File: src/rtl/slow_multiplication.sv
// Rebuilds dividend = quotient*divisor + remainder by shift-and-add, one divisor bit per clock.
// Latency: done pulses DW cycles after start is accepted; one operation per DW+1 cycles.
// Backpressure: start is ignored while busy; dividend and error flags hold until the next done.
module slow_multiplication #(
    parameter int QW = 8,
    parameter int DW = 4,
    localparam int PW = QW + DW
) (
    input  logic          clk,
    input  logic          rst_n,
    input  logic          start,
    input  logic [QW-1:0] quotient,
    input  logic [DW-1:0] divisor,
    input  logic [DW-1:0] remainder,
    output logic          busy,
    output logic          done,
    output logic [PW-1:0] dividend,
    output logic          err_div0,
    output logic          err_rem
);

    // Iteration counter only has to reach DW-1.
    localparam int CW = (DW > 1) ? $clog2(DW) : 1;

    typedef enum logic [1:0] {
        IDLE = 2'd0,
        CALC = 2'd1,
        DONE = 2'd2
    } state_t;

    state_t        state;
    logic [PW-1:0] acc;
    logic [PW-1:0] mcand;
    logic [DW-1:0] mplier;
    logic [CW-1:0] cnt;
    logic          div0_q;
    logic          rem_q;
    logic [PW-1:0] acc_sum;

    // Partial product for this iteration; the final iteration's sum goes straight to dividend.
    always_comb begin
        acc_sum = acc;
        if (mplier[0]) begin
            acc_sum = acc + mcand;
        end
    end

    // Sequencer: capture on accept, shift-add through CALC, publish results on the last step.
    always_ff @(posedge clk or negedge rst_n) begin
        if (!rst_n) begin
            state    <= IDLE;
            busy     <= 1'b0;
            done     <= 1'b0;
            dividend <= '0;
            err_div0 <= 1'b0;
            err_rem  <= 1'b0;
            acc      <= '0;
            mcand    <= '0;
            mplier   <= '0;
            cnt      <= '0;
            div0_q   <= 1'b0;
            rem_q    <= 1'b0;
        end else begin
            case (state)
                IDLE, DONE: begin
                    done <= 1'b0;
                    if (start) begin
                        acc    <= PW'(remainder);
                        mcand  <= PW'(quotient);
                        mplier <= divisor;
                        cnt    <= '0;
                        // A zero divisor only makes the remainder illegal when it is non-zero.
                        div0_q <= (divisor == '0);
                        rem_q  <= (remainder >= divisor) && (remainder != '0);
                        busy   <= 1'b1;
                        state  <= CALC;
                    end else begin
                        state <= IDLE;
                    end
                end
                CALC: begin
                    acc    <= acc_sum;
                    mcand  <= mcand << 1;
                    mplier <= mplier >> 1;
                    cnt    <= cnt + 1'b1;
                    if (cnt == CW'(DW - 1)) begin
                        dividend <= acc_sum;
                        err_div0 <= div0_q;
                        err_rem  <= rem_q;
                        done     <= 1'b1;
                        busy     <= 1'b0;
                        state    <= DONE;
                    end
                end
                default: begin
                    busy  <= 1'b0;
                    done  <= 1'b0;
                    state <= IDLE;
                end
            endcase
        end
    end

endmodule

File: config.mk
export PLATFORM = sky130hd
export DESIGN_NAME = slow_multiplication
export DESIGN_NICKNAME = d
export VERILOG_FILES = /design/src/rtl/slow_multiplication.sv
export SDC_FILE = /design/constraint.sdc
export NUM_CORES = 1
export LEC_CHECK = 0
export CORE_MARGIN = 5
export CORE_UTILIZATION = 50
export DETAILED_ROUTE_END_ITERATION = 12
export PLACE_DENSITY = 0.74
export SYNTH_ARGS = -nofsm -noshare
export SYNTH_HDL_FRONTEND = slang
export SYNTH_SLANG_ARGS = --single-unit
File: constraint.sdc
create_clock -name clk -period 2.6 [get_ports clk]
set_clock_uncertainty 0.1 [all_clocks]
set_input_delay 0.26 -clock clk [delete_from_list [all_inputs] [get_ports clk]]
set_output_delay 0.26 -clock clk [all_outputs]
set_load 0.03 [all_outputs]
==> results of run 1 <==
==> through the flow <==
step,hold slack [ps],cells,setup WS [ps],utilization
final,193,386,204,0.621
after global routing,188,386,95.9,0.621
after CTS,156,386,254,0.621
after detailed placement,-47.6,377,285,0.599
after global placement,-50.1,377,370,0.599
after floorplan,-136,277,469,-
==> path summary, 6_finish.rpt <==
check	start	endpoint	slack (ps)	depth (start not counted)
hold / removal	rst_n	dividend[7]	190	2
setup / recovery	acc[0]	dividend[10]	200	10
hold reg to reg	dividend[4]	dividend[4]	370	2
min in group clk	dividend[4]	dividend[4]	370	2
max in group asynchronous	rst_n	mcand[8]	1730	3
setup reg to reg	acc[0]	dividend[10]	200	10
==> per-layer routing <==
| layer | vias to the layer above | part of all wire | global-route usage |
|---|---|---|---|
| met1 | 1031 | 0.47 | 0.266 |
| li1 | 1054 | - | - |
| met4 | 0 | 0.021 | 0.0831 |
| met5 | - | 0 | 0 |
| met3 | 12 | 0.048 | 0.0260 |
| met2 | 52 | 0.46 | 0.304 |
==> cell usage in the layout (no fill, tap or decap), types with 2 or more instances in the layout <==
master,n
o22ai_1,8
dfrtp_1,49
a31oi_1,5
and3_1,2
a21oi_1,12
clkbuf_8,7
nor2b_1,4
ha_1,16
nand2b_1,4
nor3_1,2
nor2_1,26
xnor2_1,4
o21ai_2,2
o211ai_1,3
inv_1,10
o21ai_1,6
nand3_1,10
buf_4,8
xor2_1,3
clkdlybuf4s50_1,33
nand2_1,37
a22o_1,6
mux2_2,4
a21o_1,6
mux2i_1,3
o21a_1,4
o21ai_0,21
==> worst max-delay path: cells and delay by family (launching register included) <==
family	cells	cell delay [ps]
fa+ha+maj	2	640
flops	1	380
simple gates	3	290
mux	1	220
buf+inv	1	70
compound gates	3	590
==> cell families after synthesis <==
kind of cell,after synthesis,share of synthesized area
buf+inv,22,0.0334
flops,49,0.467
mux,7,0.0286
simple gates,92,0.155
compound gates,82,0.203
xor+xnor,8,0.0295
fa+ha+maj,17,0.0838
==> report_power, final <==
group	internal, W	leakage [nW]	switching, W
Clock	0.000241	0.0542	0.000250
Combinational	0.00108	0.799	0.00146
Sequential	0.00112	0.605	0.000275
==> state kept, by name, indices dropped and copies added, names as in the netlist <==
register	flops
state	1
cnt	2
busy	1
err_div0	1
rem_q	1
dividend	12
mcand	12
err_rem	1
div0_q	1
mplier	4
done	1
acc	12
==> repair_timing <==
action | CTS | global route
hold endpoints to repair | 49 | 0
setup buffers | 0 | 0
hold buffers | 1 | 0
gates resized for setup | 0 | 0
==> cell type report <==
| type | instances | share of cell area |
|---|---|---|
| multi-input cells | 206 | 0.414 |
| flip-flops and latches | 49 | 0.387 |
| repair buffers | 43 | 0.128 |
| clock buffers | 7 | 0.0304 |
| well taps | 70 | 0.0276 |
| inverters | 10 | 0.0118 |
| clock inverters | 1 | 0.00158 |
==> impl_table.tex, run 1 <==
\begin{tabular}{lr}
\hline
Metric & Value \\
\hline
\multicolumn{2}{l}{\textbf{Outcome}} \\
Status & complete, no violations \\
\multicolumn{2}{l}{\textbf{Global routing}} \\
Global-route usage over all layers & 0.193 \\
Initial antenna violation count & 0 \\
First-pass GRT wire length & 10100 um \\
Total congestion overflow & 0 \\
Largest net degree at the start of global routing & 26 \\
Vias in the first global route & 2152 \\
\multicolumn{2}{l}{\textbf{Routing}} \\
Remaining design rule violation count & 0 \\
Number of nets with antenna violations after routing & 0 \\
Total wire length after detailed routing & 5890 um \\
Total number of vias & 2149 \\
Detail-routed via count per cell & 5.57 \\
Number of iterations in the first detailed-routing pass & 4 \\
Per-cell routed wire length & 15.3 um \\
Number of design-rule violations left by the first detailed-router iteration & 87 \\
\multicolumn{2}{l}{\textbf{Die}} \\
Core Footprint & 0.00511 mm2 \\
I/O Pins & 35 \\
Die outline height & 82.5 um \\
Placement Rows & 26 \\
Effective utilization at floorplan & 0.514 \\
Die outline width & 82.5 um \\
Area of the die & 0.00680 mm2 \\
\multicolumn{2}{l}{\textbf{Power and ir drop}} \\
Power per cell area & 1390 mW/mm2 \\
Leak Pwr & 1.46 nW \\
Sum of internal, switching and leakage power & 0.00442 W \\
Max VDD drop & 0.000670 V \\
\multicolumn{2}{l}{\textbf{Clocking}} \\
Clock insertion delay at the later pin of the skew report & 300 ps \\
Number of buffers on the longest clock path & 2 \\
Buffer type at the clock tree root & clkbuf\_8 \\
\# H-tree levels & 2 \\
Number of buffers added by the clock tree synthesis step & 5 \\
Clk slew on worst S/H paths & 90 ps \\
Clock Sink Count & 49 \\
Clock tree from TritonCTS & yes \\
\multicolumn{2}{l}{\textbf{Critical path}} \\
Launching element type of the critical path & flop \\
Capturing element type of the critical path & flop \\
Series of cell instances along the critical path & ha\_1, inv\_1, fa\_1, nor2b\_1, o31a\_1, nor2\_1, o21ai\_0, a21oi\_1, mux2i\_1, nand2\_1 \\
Critical path's largest stage delay & 410 ps \\
Maximum net fanout on the critical path & 3 \\
Req. time, crit path & 2690 ps \\
Slowest stage cell on the critical path & fa\_1 \\
Arrival time of data at the critical path endpoint & 2490 ps \\
Class of the most critical setup path & flop to flop \\
\multicolumn{2}{l}{\textbf{Timing}} \\
Rel. slew slack & 0.481 \\
Clock period minus worst slack & 2400 ps \\
RSZ-0062 raised after global routing & false \\
Setup-failing EPs final & 0 \\
Slew Limit Fails & 0 \\
Fin Setup TNS & 0 ps \\
FMAX & 417 MHz \\
Count of final hold-check violations & 0 \\
Share of the clock period used by the worst path & 0.921 \\
Least-Margin Pin Slew & 776 ps \\
\multicolumn{2}{l}{\textbf{Logic synthesis}} \\
Asr flop ratio synth & 1.00 \\
Top area cells in the synthesized netlist & dfrtp\_1 (47\%), ha\_1 (7.6\%), nand2\_1 (5.3\%) \\
Most common flop cell mapped by yosys & dfrtp\_1 \\
Fraction of the yosys area taken by sequential cells & 0.467 \\
Area of the mapped netlist & 0.00263 mm2 \\
Number of synthesized flops with an enable pin & 0 \\
Commonest cells post-synth & dfrtp\_1 (49), nand2\_1 (37), nor2\_1 (26), o21ai\_0 (21), ha\_1 (16) \\
Count of unique library cells instantiated by Yosys & 45 \\
Synth warnings & 0 \\
Post-Synthesis Mean Instance Area & 9.48 um2 \\
Seq cells post-synth & 49 \\
Post-synthesis net count & 313 \\
Synth Instances & 277 \\
Cell type with the highest aggregate area in the netlist & dfrtp\_1 \\
Count leader, synth & dfrtp\_1 \\
Share of the synthesized area in the top cell type & 0.467 \\
\multicolumn{2}{l}{\textbf{Final layout}} \\
Layout cell share with drive strength beyond 1 & 0.0918 \\
Fill cell count & 464 \\
Relative area change from synthesis to final layout & 20.7\% \\
Area of combinational cells with multiple inputs & 0.00131 mm2 \\
Layout net count & 351 \\
Finished Cell Area & 0.00317 mm2 \\
Antenna fix cells & 0 \\
Flip-flop and latch area & 0.00123 mm2 \\
\multicolumn{2}{l}{\textbf{Worst hold path}} \\
Class of the tightest hold or removal check & primary input to async pin \\
\multicolumn{2}{l}{\textbf{Place}} \\
Number of input and output port buffers inserted & 34 \\
Area of placed instances & 0.00306 mm2 \\
HPWL Detailed & 4360 um \\
Final Wtd Congestion & 0.980 \\
\multicolumn{2}{l}{\textbf{Run}} \\
Reported max-cap violation count & 0 \\
\hline
\end{tabular}
Power figures use the tool's default switching activity.
==> run 2, diff against run 1 <==
--- a/config.mk
+++ b/config.mk
@@ -7,6 +7,7 @@
 export LEC_CHECK = 0
 export CORE_MARGIN = 5
 export CORE_UTILIZATION = 50
+export CTS_CLUSTER_SIZE = 28
 export DETAILED_ROUTE_END_ITERATION = 12
 export PLACE_DENSITY = 0.74
 export SYNTH_ARGS = -nofsm -noshare
==> results of run 2 <==
The final DEF is identical to that of run 1; final timing and power are the same.
